`src/rtl/lsu_pkg.sv`:
```
// Shared definitions for the load/store unit.
//   lsu_state_e : FSM state encoding (idle, waiting for memory ack, response strobe)
//   F3_*        : RISC-V load/store funct3 codes (size in [1:0], unsigned in [2])
//   BE_W        : width of the memory byte-enable bus
package lsu_pkg;

  typedef enum logic [1:0] {
    StIdle    = 2'd0,
    StWaitAck = 2'd1,
    StResp    = 2'd2
  } lsu_state_e;

  localparam logic [2:0] F3_B  = 3'b000;
  localparam logic [2:0] F3_H  = 3'b001;
  localparam logic [2:0] F3_W  = 3'b010;
  localparam logic [2:0] F3_BU = 3'b100;
  localparam logic [2:0] F3_HU = 3'b101;

  localparam int unsigned BE_W = 4;

endpackage

```
`src/rtl/lsu_lane_align.sv`:
```
// Combinational lane logic for the load/store unit.
// Request side:
//   funct3, off, write, wdata -> legal (size/alignment/opcode check), be, wdata_lane
// Load-return side:
//   ld_funct3, ld_off, rdata  -> rdata_ext (lane extracted, sign/zero extended)
module lsu_lane_align
  import lsu_pkg::*;
(
  input  logic [2:0]      funct3,
  input  logic [1:0]      off,
  input  logic            write,
  input  logic [31:0]     wdata,
  output logic            legal,
  output logic [BE_W-1:0] be,
  output logic [31:0]     wdata_lane,
  input  logic [2:0]      ld_funct3,
  input  logic [1:0]      ld_off,
  input  logic [31:0]     rdata,
  output logic [31:0]     rdata_ext
);

  logic [31:0] rdata_sh;

  // Unsigned variants exist only for loads.
  always_comb begin
    legal = 1'b0;
    case (funct3)
      F3_B:    legal = 1'b1;
      F3_H:    legal = ~off[0];
      F3_W:    legal = (off == 2'b00);
      F3_BU:   legal = ~write;
      F3_HU:   legal = ~write & ~off[0];
      default: legal = 1'b0;
    endcase
  end

  // Store data is replicated across all lanes; byte enables pick the live ones.
  always_comb begin
    be         = 4'b1111;
    wdata_lane = wdata;
    case (funct3[1:0])
      2'b00: begin
        be         = 4'b0001 << off;
        wdata_lane = {4{wdata[7:0]}};
      end
      2'b01: begin
        be         = 4'b0011 << off;
        wdata_lane = {2{wdata[15:0]}};
      end
      default: ;
    endcase
  end

  assign rdata_sh = rdata >> {ld_off, 3'b000};

  always_comb begin
    case (ld_funct3)
      F3_B:    rdata_ext = {{24{rdata_sh[7]}}, rdata_sh[7:0]};
      F3_BU:   rdata_ext = {24'h000000, rdata_sh[7:0]};
      F3_H:    rdata_ext = {{16{rdata_sh[15]}}, rdata_sh[15:0]};
      F3_HU:   rdata_ext = {16'h0000, rdata_sh[15:0]};
      default: rdata_ext = rdata_sh;
    endcase
  end

endmodule

```
`src/rtl/load_store_unit.sv`:
```
// Load/store unit between the core and data memory.
// Accepts one request at a time (req_valid/req_ready), issues one word-aligned memory
// transaction with byte enables (mem_req .. mem_ack), and returns a one-cycle response
// (resp_valid, resp_rdata extended load data, resp_err for illegal/misaligned/timeout).
// Ports: clock, rst (async active-low), req_*, resp_*, mem_*.
// Build option: define LSU_TIMEOUT_EN to abort WAIT_ACK after TIMEOUT_CYCLES cycles
// without mem_ack; otherwise the unit waits for the ack indefinitely.
module load_store_unit
  import lsu_pkg::*;
#(
  parameter int unsigned ADDR_W         = 32,
  parameter int unsigned TIMEOUT_CYCLES = 16
) (
  input  logic              clock,
  input  logic              rst,
  input  logic              req_valid,
  output logic              req_ready,
  input  logic              req_write,
  input  logic [2:0]        req_funct3,
  input  logic [ADDR_W-1:0] req_addr,
  input  logic [31:0]       req_wdata,
  output logic              resp_valid,
  output logic [31:0]       resp_rdata,
  output logic              resp_err,
  output logic              mem_req,
  output logic              mem_we,
  output logic [ADDR_W-1:0] mem_addr,
  output logic [BE_W-1:0]   mem_be,
  output logic [31:0]       mem_wdata,
  input  logic              mem_ack,
  input  logic [31:0]       mem_rdata
);

  lsu_state_e      state_q;
  logic            write_q;
  logic [2:0]      ld_funct3_q;
  logic [1:0]      ld_off_q;
  logic            legal;
  logic [BE_W-1:0] be;
  logic [31:0]     wdata_lane;
  logic [31:0]     rdata_ext;

`ifdef LSU_TIMEOUT_EN
  localparam int unsigned TmoW = $clog2(TIMEOUT_CYCLES + 1);
  logic [TmoW-1:0] tmo_q;
`endif

  lsu_lane_align u_lane_align (
    .funct3     (req_funct3),
    .off        (req_addr[1:0]),
    .write      (req_write),
    .wdata      (req_wdata),
    .legal      (legal),
    .be         (be),
    .wdata_lane (wdata_lane),
    .ld_funct3  (ld_funct3_q),
    .ld_off     (ld_off_q),
    .rdata      (mem_rdata),
    .rdata_ext  (rdata_ext)
  );

  assign req_ready = (state_q == StIdle);

  always_ff @(posedge clock or negedge rst) begin
    if (!rst) begin
      state_q     <= StIdle;
      write_q     <= 1'b0;
      ld_funct3_q <= 3'b000;
      ld_off_q    <= 2'b00;
      mem_req     <= 1'b0;
      mem_we      <= 1'b0;
      mem_addr    <= '0;
      mem_be      <= '0;
      mem_wdata   <= '0;
      resp_valid  <= 1'b0;
      resp_rdata  <= '0;
      resp_err    <= 1'b0;
`ifdef LSU_TIMEOUT_EN
      tmo_q       <= '0;
`endif
    end else begin
      case (state_q)
        StIdle: begin
          if (req_valid) begin
            write_q     <= req_write;
            ld_funct3_q <= req_funct3;
            ld_off_q    <= req_addr[1:0];
            if (legal) begin
              state_q   <= StWaitAck;
              mem_req   <= 1'b1;
              mem_we    <= req_write;
              mem_addr  <= {req_addr[ADDR_W-1:2], 2'b00};
              mem_be    <= be;
              mem_wdata <= wdata_lane;
`ifdef LSU_TIMEOUT_EN
              tmo_q     <= '0;
`endif
            end else begin
              // Rejected requests never touch memory.
              state_q    <= StResp;
              resp_valid <= 1'b1;
              resp_err   <= 1'b1;
              resp_rdata <= '0;
            end
          end
        end
        StWaitAck: begin
          // Ack is checked first so it wins over a same-cycle timeout.
          if (mem_ack) begin
            state_q    <= StResp;
            mem_req    <= 1'b0;
            mem_we     <= 1'b0;
            mem_be     <= '0;
            resp_valid <= 1'b1;
            resp_err   <= 1'b0;
            resp_rdata <= write_q ? 32'h0 : rdata_ext;
          end
`ifdef LSU_TIMEOUT_EN
          else if (tmo_q == TmoW'(TIMEOUT_CYCLES - 1)) begin
            state_q    <= StResp;
            mem_req    <= 1'b0;
            mem_we     <= 1'b0;
            mem_be     <= '0;
            resp_valid <= 1'b1;
            resp_err   <= 1'b1;
            resp_rdata <= '0;
          end else begin
            tmo_q <= tmo_q + TmoW'(1);
          end
`endif
        end
        StResp: begin
          state_q    <= StIdle;
          resp_valid <= 1'b0;
          resp_err   <= 1'b0;
          resp_rdata <= '0;
        end
        default: state_q <= StIdle;
      endcase
    end
  end

endmodule

```
`config.mk`:
```
export PLATFORM = sky130hd
export DESIGN_NAME = load_store_unit
export DESIGN_NICKNAME = d
export VERILOG_FILES = /design/src/rtl/lsu_pkg.sv /design/src/rtl/lsu_lane_align.sv /design/src/rtl/load_store_unit.sv
export SDC_FILE = /design/constraint.sdc
export NUM_CORES = 1
export LEC_CHECK = 0
export ABC_AREA = 1
export BUFFER_PORTS_ARGS = -buffer_cell sky130_fd_sc_hd__buf_2
export CAP_MARGIN = 20
export CORE_MARGIN = 5
export CORE_UTILIZATION = 50
export DETAILED_ROUTE_END_ITERATION = 16
export PLACE_DENSITY_LB_ADDON = 0.08
export SYNTH_ARGS = -nofsm -noshare
export SYNTH_HDL_FRONTEND = slang
export SYNTH_HIERARCHICAL = 1
export SYNTH_SLANG_ARGS = --single-unit
```
`constraint.sdc`:
```
create_clock -name clock -period 2.4 [get_ports clock]
set_clock_uncertainty 0.2 [all_clocks]
set_input_delay 0.48 -clock clock [delete_from_list [all_inputs] [get_ports clock]]
set_output_delay 0.48 -clock clock [all_outputs]
set_load 0.005 [all_outputs]
```
* After elaboration in Yosys (flattened, before gate mapping)
Cells that the tools add are included.
** Word-level totals
- Register bits after elaboration :: 110
- Latch bits :: 0
- Memory bits (writable) :: 0
- ROM bits :: 0
- Output and inout port bits :: 105
- Memories kept :: 0
** Cells by class
- Add/subtract/negate cells :: 0
- Multipliers :: 0
- Div/mod/pow operators :: 0
- $lt $le $gt $ge :: 0
- Equality and inequality tests :: 14
- Shifts and indexed selects :: 3
- Mux-type cells :: 29
- Bitwise logic cells :: 3
- Reduce and logical (&&, ||, !) cells :: 12
** Operator list (count)
- $mux W32 :: 4
- $pmux W32 S4 :: 1
- $pmux W32 S3 :: 1
- $pmux W32 S2 :: 1
- $shr A32 B5 Y32 :: 1
- $pmux W4 S2 :: 2
- $eq A3 B3 Y1 const B :: 4
- $mux W4 :: 3
- $mux W1 :: 8
- $reduce_and A4 Y1 :: 2
- $eq A3 B1 Y1 const B :: 2
- $logic_not A2 Y1 :: 3
- $logic_not A3 Y1 :: 2
- $mux W2 :: 3
- $ne A2 B2 Y1 const B :: 3
- $pmux W1 S3 :: 2
- $pmux W1 S5 :: 1
- $eq A2 B1 Y1 const B :: 2
- $pmux W1 S2 :: 2
- $pmux W2 S2 :: 1
- $reduce_and A2 Y1 :: 2
- $shl A1 B2 Y4 const A :: 1
- $shl A2 B2 Y4 const A :: 1
- $eq A3 B2 Y1 const B :: 1
- 7 further kinds :: 8

* Depth between registers and ports, before layout
- Word-level depth :: 6
- Mapped depth :: 11

* Cells and area by module
The synthesis kept the hierarchy.
** By module, submodules not included
- load_store_unit :: times used 1, cells an instance 585, area each 4825.9 um^2, seq. area each 2752.6 um^2
- lsu_lane_align :: times used 1, cells an instance 259, area each 1247.4 um^2, seq. area each 0.0 um^2

* Least setup slack after synthesis
Ideal clock, no wire load.
- Path type :: input-to-reg
- Start point :: input req_funct3[0]
- End point :: register resp_err
- Library setup time :: 0.116 ns
- Arrival :: 1.614 ns
- Required time :: 2.084 ns
- Setup slack :: 0.470 ns
- Stages on the path :: 11
- Buffers on the path :: 2
- Cells stage by stage :: clkbuf_1 nor2_1 o22ai_1 inv_1 nand2_4 inv_4 nor2_2 nand2_4 buf_6 nand2_1 nand2_1
** On the way
- Word-level cells in the longest chain between the ends :: 4
** Ends and longest elaborated chain
- start, declared :: line load_store_unit.sv:19 : input logic [2:0] req_funct3,
- $eq A3 B3 Y1, or another cell as far along :: line lsu_lane_align.sv:27 : case (funct3)
- $pmux W1 S5 * :: line lsu_lane_align.sv:27
- named net legal :: line load_store_unit.sv:38 : logic legal;
- $ne A2 B2 Y1 (no source line) *
- $reduce_and A4 Y1 (no source line) *
- end signal, assigned :: line load_store_unit.sv:77 : resp_err <= 1'b0;
- end signal, assigned :: line load_store_unit.sv:102 : resp_err <= 1'b1;
- end signal, assigned :: line load_store_unit.sv:115 : resp_err <= 1'b0;
- end, declared :: line load_store_unit.sv:24 : output logic resp_err,
The timed path passes the listed nets; every way through them passes the cells marked *.
A chain may end at the register's enable or synchronous reset.

* Final worst setup path
- Start point :: register state_q[1]
- End point :: output req_ready
** On the way
- Word-level cells in the longest chain between the ends :: 1
** Ends and longest elaborated chain
- start, declared :: line load_store_unit.sv:34 : lsu_state_e state_q;
- start signal, assigned :: line load_store_unit.sv:66 : state_q <= StIdle;
- start signal, assigned :: line load_store_unit.sv:89 : state_q <= StWaitAck;
- start signal, assigned :: line load_store_unit.sv:100 : state_q <= StResp;
- $logic_not A2 Y1 :: line load_store_unit.sv:62 : assign req_ready = (state_q == StIdle);
- end, declared :: line load_store_unit.sv:17 : output logic req_ready,
No other way between the ends.

==> results.toml <==
[placement]
place_ws_ns = 0.296
portBuffers = 206
dp_hpwl_mm = 12.1
place_congestion = 0.913
placed_area_um2 = 7070

[finish]
design_area_um2 = 7380
drive_gt1_share_pct = 24.9
fin_util_pct = 61.7
area_delta_synth_final_pct = 21.6
final_nets = 1127
diodes = 0
fillers = 1193

[sta]
hold_viol_final = 0
period_share_pct = 84.5
slew_viol_final = 0
rsz0062_at_grt = "no"
slew_headroom_pct = 59.0
fin_tns_setup_ns = 0
setup_viol = 0
fmax_mhz = 493
worst_pin_slew_ns = 0.614
period_needed_ns = 2.03
layout_setup_ws_ns = 0.373

[worst_setup_path]
reg2reg_slack_ns = 0.39
crit_arrival_ns = 1.35
r2r_end = "resp_rdata[23]"
cp-start-kind = "register"
cp_max_fo = 5
crit_path_end_kind = "output port"
r2r_cells = 9
cp.required_ns = 1.72
reg2reg_from = "ld_off_q[0]"
critPathKind = "register to output port"

[logic_synthesis]
synth_top_area_cell = "dfrtp_1"
ys.warnings.count = 6
synth_cell_types = 26
yosysTopAreaCellShare_pct = 45.3
syn_inst = 844
syn_avg_cell_area_um2 = 7.20
netlist_area_um2 = 6070
ys_seq_elements = 110
synthTopCellsByArea = "dfrtp_1 45%, nand2_1 23%, nand3_1 8.7%, inv_1 4.2%, nor2_1 3.2%"
ys_seq_area_share_pct = 45.3

[detailed_routing]
viasPerCell = 5.03
first_pass_iters = 5
antenna_left = 0
wirelength_mm = 16.7
route.detailed.drc = 0
routedWlPerCell_um = 14.3
drt-initial-drc-count = 531
dr_total_vias = 5884

[clocking]
h-tree-depth = 3
post_cts_buffers = 0
numClockSinks = 110
cts_buffers = 9
cts_tree = "built"
cts_root_buf = "clkbuf_16"
clk_pin_slew_worst_paths_ns = 0.07
cts_max_path_buffers = 2
clk_latency_ns = 0.34

[hold_path]
min-delay-start = "req_addr[28]"
hold_path.class = "primary input to register"
worstHoldPathCells = 3
whs_endpoint = "mem_addr[28]"

[global_routing]
grt_pass1_vias = 5529
grt.total_usage_pct = 23.3
grt_max_degree = 70
grt_pass1_wl_mm = 27.4
grt_overflow_total = 0
antenna_found_initial = 1

[power]
ir_worst_vdd_uv = 577
p_per_area_nw_per_um2 = 1120
p_leak_nw = 4.45
p_total_mw = 8.27

[floorplan]
core-area_um2 = 12000
fp.dieH_um = 120
start_util_pct = 50.8
ios = 209
rows = 40
die_w_um = 120
die_area_um2 = 14500

[run]
maxCapViolations = 0

[status]
status = "finished, final reports clean"
## worst max path at each step
stage                        startpoint             end  slack (ns)  depth (start not counted)
after floorplan           req_funct3[0]        resp_err        0.47                         11
after global placement    req_funct3[0]  resp_rdata[11]        0.35                         10
after detailed placement  req_funct3[0]  resp_rdata[29]        0.30                          9
after CTS                    state_q[1]       req_ready        0.35                          3
after global routing        ld_off_q[0]  resp_rdata[26]        0.19                          9
final                        state_q[1]       req_ready        0.37                          3
## stage by stage
stage	hold WS, ns	std cells
after CTS	0.148	1169
final	0.157	1169
after detailed placement	0.237	1152
after global placement	0.239	1152
after global routing	0.154	1169
after floorplan	-0.0156	845
## cells in the final DEF (no fill, tap or decap), drive strengths merged, types with 2 or more instances in the layout
cell	count
clkbuf	9
o21ai	21
ha	6
inv	72
buf	220
nand2	374
nand3	108
nor2	55
clkinv	3
clkinvlp	3
conb	2
o211ai	16
a22oi	5
a21oi	13
dfrtp	110
## power breakdown
part / switching, mW / internal [mW]
sequential: 0.450 / 2.58
clock: 0.684 / 0.811
combinational: 2.30 / 1.44
## layout make-up
type / count / area [um2] / share of cell area [%]
Sequential cell: 110 / 2750 / 37.3
Clock buffer: 9 / 225 / 3.05
Timing Repair Buffer: 221 / 1210 / 16.4
Tap cell: 147 / 184 / 2.49
Inverter: 72 / 275 / 3.73
Clock inverter: 7 / 75.1 / 1.02
Multi-Input combinational cell: 603 / 2660 / 36.0
## flip-flops by register name, summed over array words and instances (netlist names), 2 cells and up
| signal | count |
|---|---|
| mem_wdata | 32 |
| resp_rdata | 32 |
| state_q | 2 |
| ld_funct3_q | 3 |
| mem_be | 4 |
| ld_off_q | 2 |
| mem_addr | 30 |
## cells in the mapped netlist, drive strengths merged
cell    instances
inv            72
conb            1
buf            51
nor3            1
a21oi          13
nand3         108
nand2         374
a22oi           5
ha              6
clkbuf          9
nor2           55
o21ai          21
o211ai         16
o22ai           1
dfrtp         110
and2            1
## what timing repair did
item                                   4_1_cts  5_1_grt
hold buffers                                 1        0
resized for setup                            0        0
endpoints found under the hold margin       26        0
## cell families after synthesis
| family | synth area share, % |
|---|---|
| fa+ha+maj | 1.24 |
| flops | 45.3 |
| compound gates | 5.50 |
| simple gates | 36.9 |
| buf+inv | 10.9 |
| other cells | 0.0617 |
## critical path: stages (launching register included)
cell and delay [ns]:
dfrtp_1 0.42, inv_1 0.14, ha_1 0.29, buf_2 0.16
## per-layer routing
metal	vias up	routed length (um)	global-route usage [%]
met3	21	1490	6.08
met4	2	233	6.66
met5	-	7	0
met2	210	7740	36.5
li1	2953	-	-
met1	2698	7250	32.1
(Power assumes the default switching activity.)
